### config.mk
export PLATFORM = sky130hd
export DESIGN_NAME = vc_msg_serializer
export DESIGN_NICKNAME = d
export VERILOG_FILES = /design/src/rtl/vc_serdes_pkg.sv /design/src/rtl/vc_msg_serializer_ctrl.sv /design/src/rtl/vc_msg_serializer.sv
export SDC_FILE = /design/constraint.sdc
export NUM_CORES = 1
export LEC_CHECK = 0
export BUFFER_PORTS_ARGS = -buffer_cell sky130_fd_sc_hd__buf_2
export CORE_MARGIN = 8
export CORE_UTILIZATION = 45
export CTS_BUF_LIST = sky130_fd_sc_hd__clkbuf_8
export DETAILED_ROUTE_END_ITERATION = 8
export GPL_ROUTABILITY_DRIVEN = 0
export PLACE_DENSITY = 0.74
export SYNTH_ARGS = -nofsm -noshare
export SYNTH_HDL_FRONTEND = slang
export SYNTH_SLANG_ARGS = --single-unit
### constraint.sdc
create_clock -name clk -period 1.9 [get_ports clk]
set_clock_uncertainty 0.1 [all_clocks]
set_input_delay 0.475 -clock clk [delete_from_list [all_inputs] [get_ports clk]]
set_output_delay 0.475 -clock clk [all_outputs]
set_load 0.1 [all_outputs]
### src/rtl/vc_serdes_pkg.sv
// Shared definitions for the val/rdy message serializer and its planned
// deserializer counterpart: state encoding and chunk-count arithmetic.
package vc_serdes_pkg;

    typedef enum logic {
        ST_IDLE = 1'b0,
        ST_SEND = 1'b1
    } serdes_state_e;

    function automatic int unsigned serdes_nchunks(input int unsigned in_nbits,
                                                   input int unsigned out_nbits);
        return (in_nbits + out_nbits - 1) / out_nbits;
    endfunction

    function automatic int unsigned serdes_cnt_nbits(input int unsigned nchunks);
        return ($clog2(nchunks) > 1) ? $clog2(nchunks) : 1;
    endfunction

endpackage

### src/rtl/vc_msg_serializer_ctrl.sv
// Control half of the serializer: IDLE/SEND state, chunk counter, handshake
// outputs and the load/shift enables for the datapath in the top module.
module vc_msg_serializer_ctrl
    import vc_serdes_pkg::*;
#(
    parameter int unsigned p_nchunks   = 4,
    parameter int unsigned p_cnt_nbits = 2
) (
    input  logic clk,
    input  logic reset_n,
    input  logic in_val,
    output logic in_rdy,
    output logic out_val,
    input  logic out_rdy,
    output logic out_last,
    output logic busy,
    output logic load_en,
    output logic shift_en
);

    localparam logic [p_cnt_nbits-1:0] c_last_cnt = p_cnt_nbits'(p_nchunks - 1);

    serdes_state_e          state_q, state_d;
    logic [p_cnt_nbits-1:0] cnt_q, cnt_d;
    logic                   do_in;
    logic                   do_out;

    // NOTE: every always_comb output gets a default before any branch so no
    // path leaves a signal unassigned, which would infer a latch.
    always_comb begin
        state_d  = state_q;
        cnt_d    = cnt_q;
        out_val  = (state_q == ST_SEND);
        out_last = out_val && (cnt_q == c_last_cnt);
        busy     = out_val;
        // Pipelined accept: a new message may load while the last chunk leaves.
        in_rdy   = !out_val || (out_last && out_rdy);
        do_in    = in_val && in_rdy;
        do_out   = out_val && out_rdy;
        load_en  = do_in;
        shift_en = do_out && !do_in;

        if (do_in) begin
            state_d = ST_SEND;
            cnt_d   = '0;
        end else if (do_out) begin
            if (out_last) begin
                state_d = ST_IDLE;
            end else begin
                cnt_d = cnt_q + p_cnt_nbits'(1);
            end
        end
    end

    // NOTE: state registers use non-blocking assignment so every flop samples
    // the pre-edge values regardless of statement order.
    always_ff @(posedge clk or negedge reset_n) begin
        if (!reset_n) begin
            state_q <= ST_IDLE;
            cnt_q   <= '0;
        end else begin
            state_q <= state_d;
            cnt_q   <= cnt_d;
        end
    end

endmodule

### src/rtl/vc_msg_serializer.sv
// Wide-to-narrow val/rdy serializer: holds one p_in_nbits message and emits it
// LSB chunk first as p_out_nbits chunks, flagging the final chunk.
module vc_msg_serializer
    import vc_serdes_pkg::*;
#(
    parameter int unsigned p_in_nbits  = 32,
    parameter int unsigned p_out_nbits = 8
) (
    input  logic                   clk,
    input  logic                   reset_n,
    input  logic                   in_val,
    output logic                   in_rdy,
    input  logic [p_in_nbits-1:0]  in_msg,
    output logic                   out_val,
    input  logic                   out_rdy,
    output logic [p_out_nbits-1:0] out_msg,
    output logic                   out_last,
    output logic                   busy
);

    localparam int unsigned c_nchunks   = serdes_nchunks(p_in_nbits, p_out_nbits);
    localparam int unsigned c_cnt_nbits = serdes_cnt_nbits(c_nchunks);
    localparam int unsigned c_sr_nbits  = c_nchunks * p_out_nbits;

    logic                  load_en;
    logic                  shift_en;
    logic [c_sr_nbits-1:0] sr_q, sr_d;

    vc_msg_serializer_ctrl #(
        .p_nchunks   (c_nchunks),
        .p_cnt_nbits (c_cnt_nbits)
    ) u_ctrl (
        .clk      (clk),
        .reset_n  (reset_n),
        .in_val   (in_val),
        .in_rdy   (in_rdy),
        .out_val  (out_val),
        .out_rdy  (out_rdy),
        .out_last (out_last),
        .busy     (busy),
        .load_en  (load_en),
        .shift_en (shift_en)
    );

    // Loading zero-extends the message to a whole number of chunks.
    always_comb begin
        sr_d = sr_q;
        if (load_en) begin
            sr_d = c_sr_nbits'(in_msg);
        end else if (shift_en) begin
            sr_d = sr_q >> p_out_nbits;
        end
    end

    // NOTE: the shift register is a single datapath word, not a memory array,
    // so it is reset to keep out_msg at zero after reset.
    always_ff @(posedge clk or negedge reset_n) begin
        if (!reset_n) begin
            sr_q <= '0;
        end else begin
            sr_q <= sr_d;
        end
    end

    assign out_msg = sr_q[p_out_nbits-1:0];

    a_ctrl_known: assert property (@(posedge clk) disable iff (!reset_n)
        !$isunknown({in_val, out_rdy}))
        else $error("in_val/out_rdy unknown");

    a_out_stable: assert property (@(posedge clk) disable iff (!reset_n)
        (out_val && !out_rdy) |=> (out_val && $stable(out_msg)))
        else $error("out_msg changed while stalled");

endmodule

# Word-level counts from Yosys, hierarchy flattened
# Index checks and enable logic that the tools add are counted.
# word_totals
ff_bits,35
inputBits,36
# classes
add_sub_neg,1
eq_ne,2
n_mux,8
reduce_logical,13
# ops
op,count
32-bit two-way mux,2
2-bit two-way mux,3
2-bit nonzero test,3
1-bit logical AND,5
2-bit AND reduction,2
1-bit two-way mux,3
2-bit by 1-bit adder with 2-bit output (second input constant),1
2-bit == test (second input constant),1
1-bit zero test,2
2-bit by 1-bit != test with 1-bit output (second input constant),1
1-bit logical OR,1

# Logic depth before layout (Yosys ltp)
# Gate-level depths: netlist (run 1).
# depth
ltp_word,9
depth_mapped,6

# Hierarchy
# Synthesis (run 1) repeated with hierarchy kept, for this count alone.
# hier_totals
cells_unflattened,168
area_unflattened_um2,1759.2
# by_module_without_submodules
mod,n_inst,cells_per_inst,area_each_um2
vc_msg_serializer,1,147,1571.5
vc_msg_serializer_ctrl,1,21,187.7

# Least setup slack after synthesis (run 1)
# OpenSTA, ideal clock, no wires.
# synth_path
kind,reg-to-output
startpoint,"register u_ctrl.state_q, in the netlist u_ctrl.busy"
endpoint,output port out_last
arrival_ns,2.210
required_time_ns,1.325
path_slack_ns,-0.885
stages_incl_launch_ff,4
n_path_buf,2
path_cell_list,dfrtp_1 -> buf_4 -> clkbuf_1 -> and2_1
# synth_via
elab_chain_len,1
# synth_lines
element,line_no,rtl
start: declaration,vc_msg_serializer_ctrl.sv:23,"serdes_state_e state_q, state_d;"
start signal: assignment,vc_msg_serializer_ctrl.sv:62,state_q <= state_d;
1-bit logical AND,vc_msg_serializer_ctrl.sv:34,out_last = out_val && (cnt_q == c_last_cnt);
end: declaration,vc_msg_serializer.sv:17,"output logic out_last,"
# No other way between the ends.

# Worst setup path after layout (run 1)
# layout_path
startpoint,register u_ctrl.cnt_q[1]
endpoint,output port in_rdy
# layout_via
elab_chain_len,4
# layout_lines
element,line_no,rtl
start: declaration,vc_msg_serializer_ctrl.sv:24,"logic [p_cnt_nbits-1:0] cnt_q, cnt_d;"
start signal: assignment,vc_msg_serializer_ctrl.sv:63,cnt_q <= cnt_d;
2-bit == test,vc_msg_serializer_ctrl.sv:34,
1-bit logical AND,vc_msg_serializer_ctrl.sv:34,
1-bit logical AND,vc_msg_serializer_ctrl.sv:37,in_rdy = !out_val || (out_last && out_rdy);
1-bit logical OR,vc_msg_serializer_ctrl.sv:37,
end: declaration,vc_msg_serializer.sv:12,"output logic in_rdy,"
# No other way between the ends.

==> results of run 1 <==
power by group through the flow:
| stage | Combinational (mW) | Sequential, mW | Clock, mW |
|---|---|---|---|
| after floorplan | 2.00 | 1.23 | 0 |
| after global placement | 2.26 | 1.27 | 0 |
| after detailed placement | 2.30 | 1.29 | 0 |
| after CTS | 2.36 | 1.27 | 0.571 |
| after global routing | 2.56 | 1.32 | 0.601 |
| final | 2.40 | 1.27 | 0.556 |
layer usage:
metal	share of wire (%)	vias to the layer above	routed length (microns)
met1	46	915	2680
li1	-	919	-
met4	1.6	0	92
met2	47	45	2720
met5	0	-	0
met3	4.8	9	280
final timing paths:
path,cells after the start,slack (ns),from,to
worst max-delay path,4,-0.006,u_ctrl.cnt_q[1]$_DFFE_PN0P_,in_rdy
worst min-delay path,3,0.35,in_msg[27],sr_q[27]$_DFFE_PN0P_
worst max register to register,5,0.26,u_ctrl.cnt_q[1]$_DFFE_PN0P_,sr_q[4]$_DFFE_PN0P_
worst min register to register,2,0.44,sr_q[27]$_DFFE_PN0P_,sr_q[27]$_DFFE_PN0P_
max in group asynchronous,3,0.77,reset_n,sr_q[2]$_DFFE_PN0P_
min in group asynchronous,2,0.45,reset_n,sr_q[27]$_DFFE_PN0P_
stage by stage:
step	setup slack [ns]	hold WS, ns	area [sq um]	setup TNS (ns)
global placement	0.186	0.235	2710	0
finish	-0.00560	0.353	2860	-0.00560
CTS	-0.0175	0.344	2840	-0.0281
floorplan	-0.0868	0.0794	2430	-0.173
global route	-0.0567	0.369	2860	-0.0941
detailed placement	0.177	0.237	2710	0
kinds of logic (layout without fill, tap and decap cells):
logic type | count (synthesis) | after routing
buf+inv | 34 | 78
flops | 35 | 35
compound gates | 68 | 68
fa+ha+maj | 1 | 1
simple gates | 32 | 32
mux | 57 | 57
sequential cells by signal (all words and copies together), names as in the netlist:
signal and flops:
sr_q 32, u_ctrl.busy 1, u_ctrl.cnt_q 2
synth_stat cells, drive strengths merged:
cell     n
a21oi   25
mux2i   33
o22ai   25
nor2b    1
dfrtp   35
buf     27
a22o     2
and2     2
nand2b  28
mux2    24
inv      3
a32oi    8
clkbuf   4
ha       1
nand2    1
o21ai    8
layout make-up:
type	instances	area share (%)
Clock buffer	6	2.89
Clock inverter	2	0.306
Inverter	3	0.394
Multi-Input combinational cell	158	46.4
Sequential cell	35	30.7
Tap cell	70	3.06
Timing Repair Buffer	67	16.2
critical path, cell delays in order (launching register included):
cell and delay (ns):
dfrtp_1 0.39, ha_2 0.20, and2_4 0.14, nand2b_4 0.15, buf_12 0.17
repair_timing:
action,4_1_cts,5_1_grt
endpoints found under the setup margin,2,2
gates resized for setup,3,1
hold buffers,1,0
hold endpoints to repair,7,0
buffers inserted,2,3
pin swaps,0,2
==> results.toml, run 1 <==
[yosys]
synthCells = 227
post_synth_main_area_contributors = "dfrtp_1 (36%), mux2i_1 (14%), mux2_4 (13%), nand2b_1 (7.2%), o22ai_1 (6.2%)"
yosysUniqueCellTypes = 21
synth-simple-area-share_pct = 8.49
synthMuxAreaShare_pct = 28.1
yosysWarnings = 0
synth_top_family_by_area = "multiplexers"
yosysTopAreaCell = "dfrtp_1"
netlist_area_sq_um = 2420
synth_compound_area_share_pct = 17.2
syn_nets = 264
synth-xor-area-share_pct = 0
synth.top_cell.area_share_pct = 36.2
synth-seq-cells = 35
synthAdderAreaFrac_pct = 0.518
ys_seq_area_share_pct = 36.2
post_synth.cell_area_avg_sq_um = 10.6

[global_routing]
grtUsageMet3_pct = 4.04
grtUsageTotal_pct = 15.4
grt_pass1_wl_microns = 9550
antenna_found_initial = 0
grt_max_degree = 25
gr-usage-met1_pct = 19.1
grt.busiest_layer = "met2"
met2_usage_pct = 24.6
grt-ovfl-total = 0
grt_pass1_vias = 1951

[detailed_routing]
num_vias = 1888
via_per_inst = 5.54
antenna_left = 0
drt_wl_total_microns = 5770
wl_per_cell_microns = 16.9
initialDrtViolationCount = 118
dr.pass1.iters = 4
drc = 0

[critical_path]
cp_max_fo = 2
cp-start-kind = "flip-flop"
end_kind = "primary output"
crit_type = "reg2out"
critPathRequiredTime_ns = 1.32
cp.arrival_ns = 1.33

[sta]
slew_headroom_pct = 61.7
max_freq_mhz = 525
fin_ws_ns = -0.00560
layout_min_cycle_time_ns = 1.91
final_max_slew_viol_count = 0
rsz0062_at_grt = "true"
worst_slew_pin_slew_ns = 0.573
finalSetupViolCount = 1
fin_crit_sh_pct = 100
hold_viol = 0

[layout]
fill_cells = 481
final_common_cell = "buf_2"
utilization_pct = 55.7
final_cell_mix = "buf_2 (43), dfrtp_1 (34), mux2i_1 (33)"
finalNetCount = 307
multi_input_area_sq_um = 1330
regArea_sq_um = 880
stdcell_count = 341
n_antenna_cell = 0
layout-drive-gt1-share_pct = 38.4
area_growth_pct = 18.4

[clock_network]
clockBufferDepth = 2
cts_made_buffers = 5
cts-root-buf = "clkbuf_8"
clk_pin_slew_ns = 0.07
clock_sinks = 35
clkLatencyLatePin_ns = 0.29
cts_tree = "done"
htreeDepth = 2

[power]
switching_share_pct = 46.2
ir_drop_uv = 916
clockPowerShare_pct = 13.1
power_density_nw_per_um2 = 1480
p_leak_nw = 1.48
cell_internal_pwr_mw = 2.28
pwr-share-seq_pct = 30.1
power.total_mw = 4.23
switchingPower_mw = 1.96
combPwrFrac_pct = 56.8

[flow_run]
maxCapViolCount = 0

[floorplanning]
die_w_microns = 89.3
rows = 26
dieArea_sq_um = 7970
initial_utilization_pct = 47.0
die_h_microns = 89.3
core_area_sq_um = 5140
ios = 48

[outcome]
violations = "negative setup slack"
outcome = "finished with violations"

[place]
portBuffers = 47
dp.cells = 327
dp.final_hpwl_microns = 4020

[worst_hold_path]
worstHoldPathType = "in2reg"
(Power assumes the default switching activity.)
==> run 2: changes to the inputs <==
==> constraint.sdc (replaced) <==
create_clock -name clk -period 1.9 [get_ports clk]
set_clock_uncertainty 0.1 [all_clocks]
set_input_delay 0.19 -clock clk [delete_from_list [all_inputs] [get_ports clk]]
set_output_delay 0.19 -clock clk [all_outputs]
set_load 0.1 [all_outputs]
==> run 2 against run 1 <==
Net effect: the flow now finishes without violations; register-to-register slack better by 0.06 ns; setup slack better by 0.089 ns; clock-buffer cell count up 1; critical path type unchanged; critical endpoint unchanged.
==> results.toml, run 2 (synthesis results as in run 1) <==
[outcome]
outcome = "finished, final reports clean"

[detailed_routing]
initialDrtViolationCount = 80
num_vias = 1844
via_per_inst = 5.57
drt_wl_total_microns = 5560
drc = 0
dr.pass1.iters = 4
wl_per_cell_microns = 16.8
antenna_left = 0

[critical_path]
cp_max_fo = 9
end_kind = "primary output"
r2r_start = "u_ctrl.cnt_q[0]$_DFFE_PN0P_"
startpoint = "u_ctrl.cnt_q[0]$_DFFE_PN0P_"
crit_path_end = "in_rdy"
critPathRequiredTime_ns = 1.61
cp.arrival_ns = 1.53
crit_type = "reg2out"
cp-start-kind = "flip-flop"
r2r_setup_slack_ns = 0.32
r2r_cells = 4
rr_endpoint = "sr_q[22]$_DFFE_PN0P_"

[layout]
stdcell_count = 331
design_area_sq_um = 2800
largest_reg_flops = 32
area_growth_pct = 15.6
fill_cells = 480
final_cell_mix = "buf_2 (43), dfrtp_1 (34), mux2i_1 (33)"
top_register = "sr_q"
n_antenna_cell = 0
utilization_pct = 54.4
finalNetCount = 297
final_common_cell = "buf_2"
layout-drive-gt1-share_pct = 36.0

[power]
power.total_mw = 4.14
cell_internal_pwr_mw = 2.23
power_density_nw_per_um2 = 1480
switching_share_pct = 46.2
p_leak_nw = 1.44
ir_drop_uv = 931
combPwrFrac_pct = 54.8
clockPowerShare_pct = 14.4
pwr-share-seq_pct = 30.8
switchingPower_mw = 1.91

[flow_run]
maxCapViolCount = 0

[global_routing]
antenna_found_initial = 0
grt_pass1_vias = 1941
grt_pass1_wl_microns = 9390
grt_max_degree = 32
grt-ovfl-total = 0
grtUsageTotal_pct = 14.9

[clock_network]
clkLatencyLatePin_ns = 0.29
cts_made_buffers = 5
clockBufferDepth = 2
cts-root-buf = "clkbuf_8"
htreeDepth = 2
cts_tree = "done"
clock_sinks = 35
post_cts_buffers = 0
clk_pin_slew_ns = 0.07

[floorplanning]
initial_utilization_pct = 47.0
dieArea_sq_um = 7970
core_area_sq_um = 5140
rows = 26
die_w_microns = 89.3
ios = 48
die_h_microns = 89.3

[place]
dp.cells = 322
portBuffers = 47
dp_slack_ns = 0.211
placed_cell_area_sq_um = 2680
dp.final_hpwl_microns = 3920

[sta]
fin_crit_sh_pct = 95.6
tns_ns = 0
fin_hold_ws_ns = 0.0621
rsz0062_at_grt = "false"
fin_ws_ns = 0.0836
hold_viol = 0
finalSetupViolCount = 0
slew_headroom_pct = 63.3
layout_min_cycle_time_ns = 1.82
max_freq_mhz = 551
final_max_slew_viol_count = 0
worst_slew_pin_slew_ns = 0.549

[worst_hold_path]
worstHoldPathType = "in2reg"
==> run 2: area by class of cell <==
cell class                 instances  area [sq um]  share of cell area [%]
clock inverter                     1          3.75                   0.134
inverter                           3          11.3                   0.403
tap                               70          87.6                    3.13
clock buffer                       7          96.3                    3.45
sequential                        35           877                    31.4
multi-input combinational        158          1320                    47.3
timing repair buffer              57           398                    14.2
==> run 2: per-layer routing <==
layer  part of all wire [%]  vias to the layer above  track usage (%)
met5                      0                        -                0
met3                    4.6                        8             3.22
met2                     48                       40             24.1
met4                    1.0                        0             4.98
li1                       -                      895                -
met1                     46                      901             19.2
==> run 2: repair_timing <==
action / in CTS / in global routing
endpoints found under the hold margin: 18 / 0
resized for setup: 2 / 1
hold buffers: 1 / 0
endpoints found under the setup margin: 1 / 1
==> run 2: critical path: stages (launching register included) <==
cell	delay, ns
dfrtp_1	0.41
ha_2	0.24
and2_4	0.20
nand2b_2	0.21
buf_12	0.18
==> run 2: how the worst min path moves through the flow <==
stage / from / to / slack, ns / depth (start not counted)
3_3_place_gp: reset_n / u_ctrl.cnt_q[0]$_DFFE_PN0P_ / 0.07 / 1
3_5_place_dp: reset_n / sr_q[3]$_DFFE_PN0P_ / 0.08 / 1
6_report: in_msg[28] / sr_q[28]$_DFFE_PN0P_ / 0.06 / 3
5_1_grt: in_msg[28] / sr_q[28]$_DFFE_PN0P_ / 0.08 / 3
4_1_cts: in_msg[28] / sr_q[28]$_DFFE_PN0P_ / 0.06 / 3
2_1_floorplan: reset_n / sr_q[0]$_DFFE_PN0P_ / -0.21 / 0
==> run 2: power by group through the flow <==
stage | Combinational [mW] | Sequential, mW | Clock [mW]
after floorplan | 1.99 | 1.23 | 0
after global placement | 2.23 | 1.26 | 0
after detailed placement | 2.27 | 1.29 | 0
after CTS | 2.28 | 1.27 | 0.611
after global routing | 2.44 | 1.32 | 0.643
final | 2.27 | 1.28 | 0.595
==> run 3: changes to the inputs <==
- RECOVER_POWER: unset -> 50
==> run 3 against run 2 <==
Net effect: clock-buffer cell count is the same; largest cell class unchanged; sequential share of layout area grew 0.15 points; largest power group unchanged; flip-flop and latch count unchanged; sequential power barely moved; cell count stayed put.
==> results.toml, run 3 (synthesis results as in run 1) <==
[outcome]
outcome = "finished, final reports clean"

[layout]
n_antenna_cell = 0
layout-drive-gt1-share_pct = 35.2
stdcell_count = 331
top_register = "sr_q"
largest_reg_flops = 32
final_common_cell = "buf_2"
final_cell_mix = "buf_2 (41), dfrtp_1 (35), mux2i_1 (33)"
finalNetCount = 297
area_growth_pct = 14.9

[clock_network]
clock_sinks = 35
clockBufferDepth = 2
clkLatencyLatePin_ns = 0.28
cts_tree = "done"
cts-root-buf = "clkbuf_8"
clk_pin_slew_ns = 0.07
cts_made_buffers = 5
htreeDepth = 2
post_cts_buffers = 0

[detailed_routing]
drc = 0
antenna_left = 0
dr.pass1.iters = 4
num_vias = 1848
wl_per_cell_microns = 16.8
via_per_inst = 5.58
drt_wl_total_microns = 5570
initialDrtViolationCount = 75

[worst_hold_path]
hold_depth = 3
worstHoldPathType = "in2reg"
hp-start = "in_msg[28]"

[place]
dp_slack_ns = 0.211
dp.cells = 322
dp.final_hpwl_microns = 3920
portBuffers = 47

[floorplanning]
die_w_microns = 89.3
rows = 26
dieArea_sq_um = 7970
die_h_microns = 89.3
initial_utilization_pct = 47.0
ios = 48
core_area_sq_um = 5140

[global_routing]
grtUsageTotal_pct = 14.9
grt_max_degree = 32
grt-ovfl-total = 0
grt_pass1_vias = 1941
antenna_found_initial = 0
grt_pass1_wl_microns = 9390

[sta]
hold_viol = 0
tns_ns = 0
fin_ws_ns = 0.0747
finalSetupViolCount = 0
final_max_slew_viol_count = 0
slew_headroom_pct = 21.6
rsz0062_at_grt = "false"
layout_min_cycle_time_ns = 1.83
fin_crit_sh_pct = 96.1
worst_slew_pin_slew_ns = 1.18
max_freq_mhz = 548
fin_hold_ws_ns = 0.0652

[critical_path]
crit_slowest_cell = "dfrtp_1"
crit_type = "reg2out"
r2r_setup_slack_ns = 0.32
startpoint = "u_ctrl.cnt_q[0]$_DFFE_PN0P_"
end_kind = "primary output"
crit_path_end = "in_rdy"
rr_endpoint = "sr_q[14]$_DFFE_PN0P_"
r2r_start = "u_ctrl.busy$_DFFE_PN0P_"
cp_max_fo = 9
r2r_cells = 4
path_cells = "ha_2 > and2_4 > nand2b_2 > buf_12"
cpPeakStageDelay_ns = 0.41
cp.arrival_ns = 1.54
critPathRequiredTime_ns = 1.61
cp-start-kind = "flip-flop"

[power]
ir_drop_uv = 930
power_density_nw_per_um2 = 1480
p_leak_nw = 1.43

[flow_run]
maxCapViolCount = 0
-- run 3: cell types whose count changed in the layout (fill, tap and decap cells not counted) --
cell,before,now
buf_2,43,41
clkbuf_2,0,2
buf_12,6,5
clkbuf_1,0,1
dfrtp_1,34,35
dfrtp_2,1,0
-- run 3: worst max-delay path, delay by kind of cell, from the launching register on --
kind	cells	cell delay [ns]
and+or+nand+nor	2	0.41
DFF	1	0.41
buffers and inverters	1	0.19
adders and majority gates	1	0.24
-- run 3: power by group --
part           switching (mW)  total (mW)  internal, mW
clock                   0.268       0.594         0.326
sequential              0.239        1.27          1.03
combinational            1.40        2.25         0.852
-- run 3: per-stage QoR --
step	power [mW]	instance area, sq um	utilization (%)
5_1_grt	4.39	2780	54.0
3_3_place_gp	3.50	2680	52.1
3_5_place_dp	3.55	2680	52.1
2_1_floorplan	3.22	2420	-
4_1_cts	4.17	2790	54.3
6_report	4.12	2780	54.0
-- run 3: final cells by class --
type,instances,area [sq um]
clock inverters,1,3.75
inverters,3,11.3
well taps,70,87.6
flip-flops and latches,35,876
repair buffers,57,382
clock buffers,7,96.3
fillers,483,2360
multi-input cells,158,1320
-- run 3: how the worst min path moves through the flow --
stage / endpoint / slack (ns)
finish: sr_q[28]$_DFFE_PN0P_ / 0.07
global route: sr_q[28]$_DFFE_PN0P_ / 0.08
CTS: sr_q[28]$_DFFE_PN0P_ / 0.06
detailed placement: sr_q[3]$_DFFE_PN0P_ / 0.08
global placement: u_ctrl.cnt_q[0]$_DFFE_PN0P_ / 0.07
floorplan: sr_q[0]$_DFFE_PN0P_ / -0.21
-- run 3: routing by layer --
| metal | GRT usage, % | up-vias | wire, microns | part of all wire, % |
|---|---|---|---|---|
| met5 | 0 | - | 0 | 0 |
| met4 | 4.98 | 0 | 50 | 0.90 |
| met3 | 3.22 | 6 | 238 | 4.3 |
| met2 | 24.1 | 36 | 2700 | 48 |
| met1 | 19.2 | 912 | 2580 | 46 |
| li1 | - | 894 | - | - |
-- run 3: repair_timing --
action / in CTS / in global routing
hold endpoints to repair: 18 / 0
hold buffers: 1 / 0
setup endpoints to repair: 1 / 1
gates resized for setup: 2 / 1
